$ cat src/rtl/query_stream_buffer_if.sv
// rtl/query_stream_buffer_if.sv - symbol stream, pop request and status bundle for query_stream_buffer
interface query_stream_buffer_if #(
   parameter int DATA_W = 2,
   parameter int DEPTH  = 16
);
   localparam int LVL_W = $clog2(DEPTH + 1);

   logic [DATA_W:0]  sym_i;
   logic             pouring_i;
   logic [1:0]       pop_i;
   logic             flush_i;
   logic [DATA_W:0]  q0_o;
   logic [DATA_W:0]  q1_o;
   logic [LVL_W-1:0] level_o;
   logic             full_o;
   logic             almost_full_o;
   logic             ready_one_o;
   logic             ready_two_o;
   logic             overflow_o;

   modport master (
      output sym_i, pouring_i, pop_i, flush_i,
      input  q0_o, q1_o, level_o, full_o, almost_full_o,
             ready_one_o, ready_two_o, overflow_o
   );

   modport slave (
      input  sym_i, pouring_i, pop_i, flush_i,
      output q0_o, q1_o, level_o, full_o, almost_full_o,
             ready_one_o, ready_two_o, overflow_o
   );
endinterface

$ cat src/rtl/query_stream_buffer.sv
// rtl/query_stream_buffer.sv - circular query symbol buffer with two-entry registered lookahead
module query_stream_buffer #(
   parameter int DATA_W    = 2,
   parameter int DEPTH     = 16,
   parameter int AF_MARGIN = 2
) (
   input logic                   clk,
   input logic                   rst,
   query_stream_buffer_if.slave  bus
);
   localparam int LVL_W = $clog2(DEPTH + 1);
   localparam int PTR_W = $clog2(DEPTH);
   localparam int ENT_W = DATA_W + 1;
   localparam logic [LVL_W-1:0] DEPTH_L = LVL_W'(DEPTH);
   localparam logic [LVL_W-1:0] AF_L    = LVL_W'(DEPTH - AF_MARGIN);

   // Pointer advance by 0..2 with wrap done by comparison, so DEPTH need not be a power of two.
   function automatic logic [PTR_W-1:0] ptr_add(input logic [PTR_W-1:0] p, input logic [1:0] n);
      logic [PTR_W:0] s;
      s = {1'b0, p} + {{(PTR_W-1){1'b0}}, n};
      if (s >= (PTR_W+1)'(DEPTH))
         s = s - (PTR_W+1)'(DEPTH);
      return s[PTR_W-1:0];
   endfunction

   logic [ENT_W-1:0] mem [DEPTH];
   logic [PTR_W-1:0] rd_ptr, wr_ptr;
   logic [LVL_W-1:0] level;
   logic             pending;
   logic             pouring_last;
   logic             overflow;

   logic [ENT_W-1:0] q0_r, q1_r;
   logic [LVL_W-1:0] level_r;
   logic             full_r, af_r, r1_r, r2_r;

   logic             sym_valid;
   logic [1:0]       pop_req, eff_pop;
   logic [LVL_W-1:0] after_pop;
   logic             slot, term_fire, push, drop, fall, do_write;
   logic [ENT_W-1:0] wdata;
   logic [PTR_W-1:0] rd_n, rd1_n, wr_n;
   logic [LVL_W-1:0] lvl_n;
   logic             pend_n, ovf_n;
   logic [ENT_W-1:0] q0_n, q1_n;

   // Next-state: clamp the pop to what is stored, accept a symbol or the terminator, then flush overrides.
   always_comb begin
      sym_valid = bus.sym_i[ENT_W-1];
      pop_req   = (bus.pop_i == 2'd3) ? 2'd2 : bus.pop_i;
      eff_pop   = ({{(LVL_W-2){1'b0}}, pop_req} > level) ? level[1:0] : pop_req;
      after_pop = level - {{(LVL_W-2){1'b0}}, eff_pop};
      slot      = after_pop < DEPTH_L;
      term_fire = pending & ~sym_valid & slot;
      push      = (sym_valid & slot) | term_fire;
      drop      = sym_valid & ~slot;
      wdata     = term_fire ? '0 : bus.sym_i;
      fall      = pouring_last & ~bus.pouring_i;

      do_write  = push & ~bus.flush_i;
      rd_n      = bus.flush_i ? '0 : ptr_add(rd_ptr, eff_pop);
      wr_n      = bus.flush_i ? '0 : (push ? ptr_add(wr_ptr, 2'd1) : wr_ptr);
      lvl_n     = bus.flush_i ? '0 : after_pop + LVL_W'(push);
      // A pending terminator swallows any further falling edge until it is written.
      pend_n    = bus.flush_i ? 1'b0 : (pending ? ~term_fire : fall);
      ovf_n     = bus.flush_i ? 1'b0 : (overflow | drop);

      rd1_n     = ptr_add(rd_n, 2'd1);
      // The slot being written this cycle is read through the bypass so a fresh entry shows next cycle.
      q0_n      = '0;
      q1_n      = '0;
      if (lvl_n >= LVL_W'(1))
         q0_n = (do_write && rd_n == wr_ptr) ? wdata : mem[rd_n];
      if (lvl_n >= LVL_W'(2))
         q1_n = (do_write && rd1_n == wr_ptr) ? wdata : mem[rd1_n];
   end

   // Control state: pointers, occupancy, terminator and overflow flags, edge detector.
   always_ff @(posedge clk or posedge rst) begin
      if (rst) begin
         rd_ptr       <= '0;
         wr_ptr       <= '0;
         level        <= '0;
         pending      <= 1'b0;
         pouring_last <= 1'b0;
         overflow     <= 1'b0;
      end else begin
         rd_ptr       <= rd_n;
         wr_ptr       <= wr_n;
         level        <= lvl_n;
         pending      <= pend_n;
         pouring_last <= bus.pouring_i;
         overflow     <= ovf_n;
      end
   end

   // Entry storage, cleared only by reset.
   always_ff @(posedge clk or posedge rst) begin
      if (rst) begin
         for (int i = 0; i < DEPTH; i++)
            mem[i] <= '0;
      end else if (do_write) begin
         mem[wr_ptr] <= wdata;
      end
   end

   // Registered lookahead and status derived from the next state.
   always_ff @(posedge clk or posedge rst) begin
      if (rst) begin
         q0_r    <= '0;
         q1_r    <= '0;
         level_r <= '0;
         full_r  <= 1'b0;
         af_r    <= 1'b0;
         r1_r    <= 1'b0;
         r2_r    <= 1'b0;
      end else begin
         q0_r    <= q0_n;
         q1_r    <= q1_n;
         level_r <= lvl_n;
         full_r  <= (lvl_n == DEPTH_L);
         af_r    <= (lvl_n >= AF_L);
         r1_r    <= (lvl_n >= LVL_W'(1));
         r2_r    <= (lvl_n >= LVL_W'(2));
      end
   end

   assign bus.q0_o          = q0_r;
   assign bus.q1_o          = q1_r;
   assign bus.level_o       = level_r;
   assign bus.full_o        = full_r;
   assign bus.almost_full_o = af_r;
   assign bus.ready_one_o   = r1_r;
   assign bus.ready_two_o   = r2_r;
   assign bus.overflow_o    = overflow;
endmodule

$ cat src/flat_wrapper.sv
// flat-port wrapper written by rule: the top's interface ports become plain ports
module query_stream_buffer_flat 
#(
   parameter int DATA_W    = 2,
   parameter int DEPTH     = 16,
   parameter int AF_MARGIN = 2
)
  (clk, rst, bus_sym_i, bus_pouring_i, bus_pop_i, bus_flush_i, bus_q0_o, bus_q1_o, bus_level_o, bus_full_o, bus_almost_full_o, bus_ready_one_o, bus_ready_two_o, bus_overflow_o);
  query_stream_buffer_if #(.DATA_W(DATA_W), .DEPTH(DEPTH)) bus_i ();
  input logic clk;
  input logic rst;
  input wire logic [$bits(bus_i.sym_i)-1:0] bus_sym_i;
  input wire logic [$bits(bus_i.pouring_i)-1:0] bus_pouring_i;
  input wire logic [$bits(bus_i.pop_i)-1:0] bus_pop_i;
  input wire logic [$bits(bus_i.flush_i)-1:0] bus_flush_i;
  output wire logic [$bits(bus_i.q0_o)-1:0] bus_q0_o;
  output wire logic [$bits(bus_i.q1_o)-1:0] bus_q1_o;
  output wire logic [$bits(bus_i.level_o)-1:0] bus_level_o;
  output wire logic [$bits(bus_i.full_o)-1:0] bus_full_o;
  output wire logic [$bits(bus_i.almost_full_o)-1:0] bus_almost_full_o;
  output wire logic [$bits(bus_i.ready_one_o)-1:0] bus_ready_one_o;
  output wire logic [$bits(bus_i.ready_two_o)-1:0] bus_ready_two_o;
  output wire logic [$bits(bus_i.overflow_o)-1:0] bus_overflow_o;
  assign bus_i.sym_i = bus_sym_i;
  assign bus_i.pouring_i = bus_pouring_i;
  assign bus_i.pop_i = bus_pop_i;
  assign bus_i.flush_i = bus_flush_i;
  assign bus_q0_o = bus_i.q0_o;
  assign bus_q1_o = bus_i.q1_o;
  assign bus_level_o = bus_i.level_o;
  assign bus_full_o = bus_i.full_o;
  assign bus_almost_full_o = bus_i.almost_full_o;
  assign bus_ready_one_o = bus_i.ready_one_o;
  assign bus_ready_two_o = bus_i.ready_two_o;
  assign bus_overflow_o = bus_i.overflow_o;
  query_stream_buffer #(.DATA_W(DATA_W), .DEPTH(DEPTH), .AF_MARGIN(AF_MARGIN)) u_core (.clk(clk), .rst(rst), .bus(bus_i));
endmodule
$ cat config.mk
export PLATFORM = sky130hd
export DESIGN_NAME = query_stream_buffer_flat
export DESIGN_NICKNAME = d
export VERILOG_FILES = /design/src/rtl/query_stream_buffer_if.sv /design/src/rtl/query_stream_buffer.sv /design/src/flat_wrapper.sv
export SDC_FILE = /design/constraint.sdc
export NUM_CORES = 1
export LEC_CHECK = 0
export ABC_AREA = 1
export CORE_MARGIN = 3
export CORE_UTILIZATION = 50
export DETAILED_ROUTE_END_ITERATION = 10
export PLACE_DENSITY = 0.69
export SYNTH_ARGS = -nofsm -noshare
export SYNTH_HDL_FRONTEND = slang
export SYNTH_SLANG_ARGS = --single-unit
$ cat constraint.sdc
create_clock -name clk -period 7.3 [get_ports clk]
set_input_delay 1.46 -clock clk [delete_from_list [all_inputs] [get_ports clk]]
set_output_delay 1.46 -clock clk [all_outputs]
set_load 0.1 [all_outputs]
==> results.json <==
{
  "outcome": "complete, no violations",
  "synthFlopType": "dfrtp_1",
  "numPortBuffers": 24,
  "cts_resized": 0,
  "cts.sinks": 74,
  "core_mm2": 0.00876,
  "cts_tree": "built",
  "grt_pass1_vias": 3905,
  "worst_r2r_path_depth": 20,
  "grt_max_degree": 75,
  "power_leakage_nw": 2.42,
  "vias_per_cell": 5.49,
  "nFillCells": 802,
  "drc": 0,
  "regToRegStartpoint": "u_core.level[1]",
  "fin_ws_ns": 1.81,
  "fmax_ghz": 0.182,
  "hold_path.class": "flip-flop to flip-flop",
  "dieWidth_um": 101,
  "rsz0062_at_grt": "no",
  "place_hpwl_um": 8340,
  "holdPathStages": 2,
  "seq_area_frac_synth_pct": 40.8,
  "synth_edf_count": 0,
  "die_h_um": 101,
  "postSynthNetCount": 649,
  "grtUsageMet3_pct": 5.44,
  "place_congestion": 0.943,
  "place_inst": 739,
  "ios": 25,
  "nets": 666,
  "worst_r2r_endpoint": "u_core.bus.q1_o[0]",
  "drv_slew": 0,
  "antenna_cells": 0,
  "finalSetupViolations": 0,
  "grt.busiest_layer": "met2",
  "gr-usage-all-layers_pct": 24.2,
  "dr.pass1.iters": 5,
  "final_cell_mix": "nand2_1 (212), nand3_1 (95), dfrtp_1 (74)",
  "async_flop_share_pct": 100,
  "path_clk_slew_ns": 0.08,
  "use_met1_pct": 33.2,
  "initial_core_util_pct": 51.8,
  "rows": 34,
  "finalHoldViolCount": 0,
  "wl_per_cell_um": 15.3,
  "finClkSkew_ns": 0.0101,
  "yosys_warnings": 0,
  "syn_area_mm2": 0.00454,
  "hp-start": "u_core.mem[1]",
  "area_growth_pct": 11.5,
  "cts_buffers": 9,
  "min_period_over_period_pct": 75.2,
  "cap_violations": 0,
  "layout.cells.non_filler": 755,
  "cts_setup_buffers": 0,
  "grt_overflow": 0,
  "power.density_mw_per_mm2": 501,
  "register_area_mm2": 0.00185,
  "clock_path_buffers": 2,
  "grt_use_met2_pct": 38.0,
  "crit_required_ns": 7.55,
  "syn_avg_cell_area_um2": 7.26,
  "final_common_cell": "nand2_1",
  "setup_tns_ns": 0,
  "ant_nets": 0,
  "drive_gt1_share_pct": 9.58,
  "drt_iter0_markers": 222,
  "multiInputGateArea_mm2": 0.00235,
  "period_needed_ns": 5.49,
  "antenna_found_initial": 0,
  "clockRootBuffer": "clkbuf_8",
  "die-area_mm2": 0.0103,
  "postCtsHoldBufs": 0,
  "cp_max_fo": 54,
  "startpoint_type": "input port",
  "routed_wl_um": 11600,
  "grt_pass1_wl_um": 19400,
  "cts_htree_levels": 3,
  "ir_drop_mv": 0.215,
  "worst_slew_pin_slew_ns": 0.974,
  "r2r_slack_ns": 2.82,
  "worstPathArrival_ns": 5.74,
  "num_vias": 4147,
  "slew_headroom_pct": 34.9,
  "worst_skew_pair.late_latency_ns": 0.36,
  "worstSetupPathType": "input port to flip-flop",
  "pre_cts_ws_ns": 1.49,
  "endpoint_kind": "flip-flop",
  "final_util_pct": 57.8,
  "synth-seq-cells": 74,
  "syn_inst": 625,
  "whs_endpoint": "u_core.mem[1]",
  "synth_cell_types": 33
}
-- cells by family (layout without fill, tap and decap cells) --
logic type | count (synthesis) | after routing | share of synthesized area [%]
buffers and inverters | 78 | 100 | 7.41
XOR/XNOR | 1 | 1 | 0.358
flip-flops | 74 | 74 | 40.8
AO/OA/AOI/OAI | 72 | 72 | 8.24
adder cells (fa/ha/maj) | 15 | 15 | 4.47
AND/OR/NAND/NOR | 385 | 385 | 38.7
-- cells in the mapped netlist (2+ instances only) --
master,number,share of area [%]
o21ai_0,26,2.9
nand2_1,212,18
nand3_1,95,10
fa_1,2,0.88
nor2_2,8,1.1
a21oi_1,22,2.4
nor2_4,4,0.99
nand4_1,5,0.69
o211ai_1,2,0.33
clkbuf_1,5,0.41
nand2_4,3,0.74
nor2_1,35,2.9
dfrtp_1,74,41
buf_2,14,1.5
inv_2,4,0.33
inv_4,2,0.28
inv_1,51,4.2
ha_1,13,3.6
nand2_2,13,1.8
o21ai_1,19,2.1
nand3_2,4,0.88
-- critical path, stage by stage --
cell	delay (ns)
clkdlybuf4s50_1	0.48
ha_1	0.24
inv_1	0.06
nor2_1	0.04
o2111ai_1	0.30
nor2_1	0.07
a21oi_1	0.20
ha_1	0.31
nand2_4	0.40
inv_4	0.29
ha_1	0.58
inv_1	0.40
nand2_1	0.10
nand2_1	0.07
nand3_1	0.11
nand3b_1	0.19
nor2_2	0.17
nand3_1	0.09
nand2_1	0.09
nor2_1	0.04
-- worst max-delay path by stage --
stage,slack [ns],end,cells after the start,start
2_1_floorplan,2.46,u_core.bus.q1_o[0],22,bus_pop_i[1]
3_3_place_gp,1.69,u_core.bus.q1_o[2],20,bus_pop_i[1]
3_5_place_dp,1.49,u_core.bus.q1_o[2],20,bus_pop_i[1]
4_1_cts,1.88,u_core.bus.q1_o[2],20,bus_pop_i[1]
5_1_grt,1.42,u_core.bus.q1_o[1],20,bus_pop_i[1]
6_report,1.81,u_core.bus.q1_o[0],20,bus_pop_i[1]
-- power breakdown --
group / switching (mW) / leakage [nW] / internal (mW)
Clock: 0.167 / 0.111 / 0.226
Sequential: 0.0699 / 0.971 / 0.504
Combinational: 1.11 / 1.34 / 0.464
Total: 1.34 / 2.42 / 1.20
-- layer usage --
layer  vias to the layer above  share of wire [%]
met3                        27                7.0
met5                         -                  0
met4                         0                2.4
met2                       125                 45
li1                       2054                  -
met1                      1941                 46
-- per-stage QoR --
step,hold WS [ns],power (mW),area (um^2)
after global placement,0.497,2.10,4820
after global routing,0.551,2.76,5060
after detailed placement,0.511,2.13,4820
after floorplan,0.475,1.80,4540
final,0.525,2.54,5060
after CTS,0.530,2.53,5060
-- flip-flops by register name (all words and copies together), names as in the netlist, 3 cells and up --
| register | cells |
|---|---|
| u_core.bus.q0_o | 3 |
| u_core.rd_ptr | 4 |
| u_core.level | 5 |
| u_core.bus.q1_o | 3 |
| u_core.mem | 48 |
| u_core.wr_ptr | 4 |
-- final cells by class --
| cell class | count | area share, % |
|---|---|---|
| Clock inverter | 7 | 2.32 |
| Sequential cell | 74 | 36.6 |
| Clock buffer | 9 | 2.45 |
| Timing Repair Buffer | 26 | 5.04 |
| Tap cell | 108 | 2.67 |
| Multi-Input combinational cell | 473 | 46.4 |
| Inverter | 58 | 4.50 |
Power figures use the tool's default switching activity.
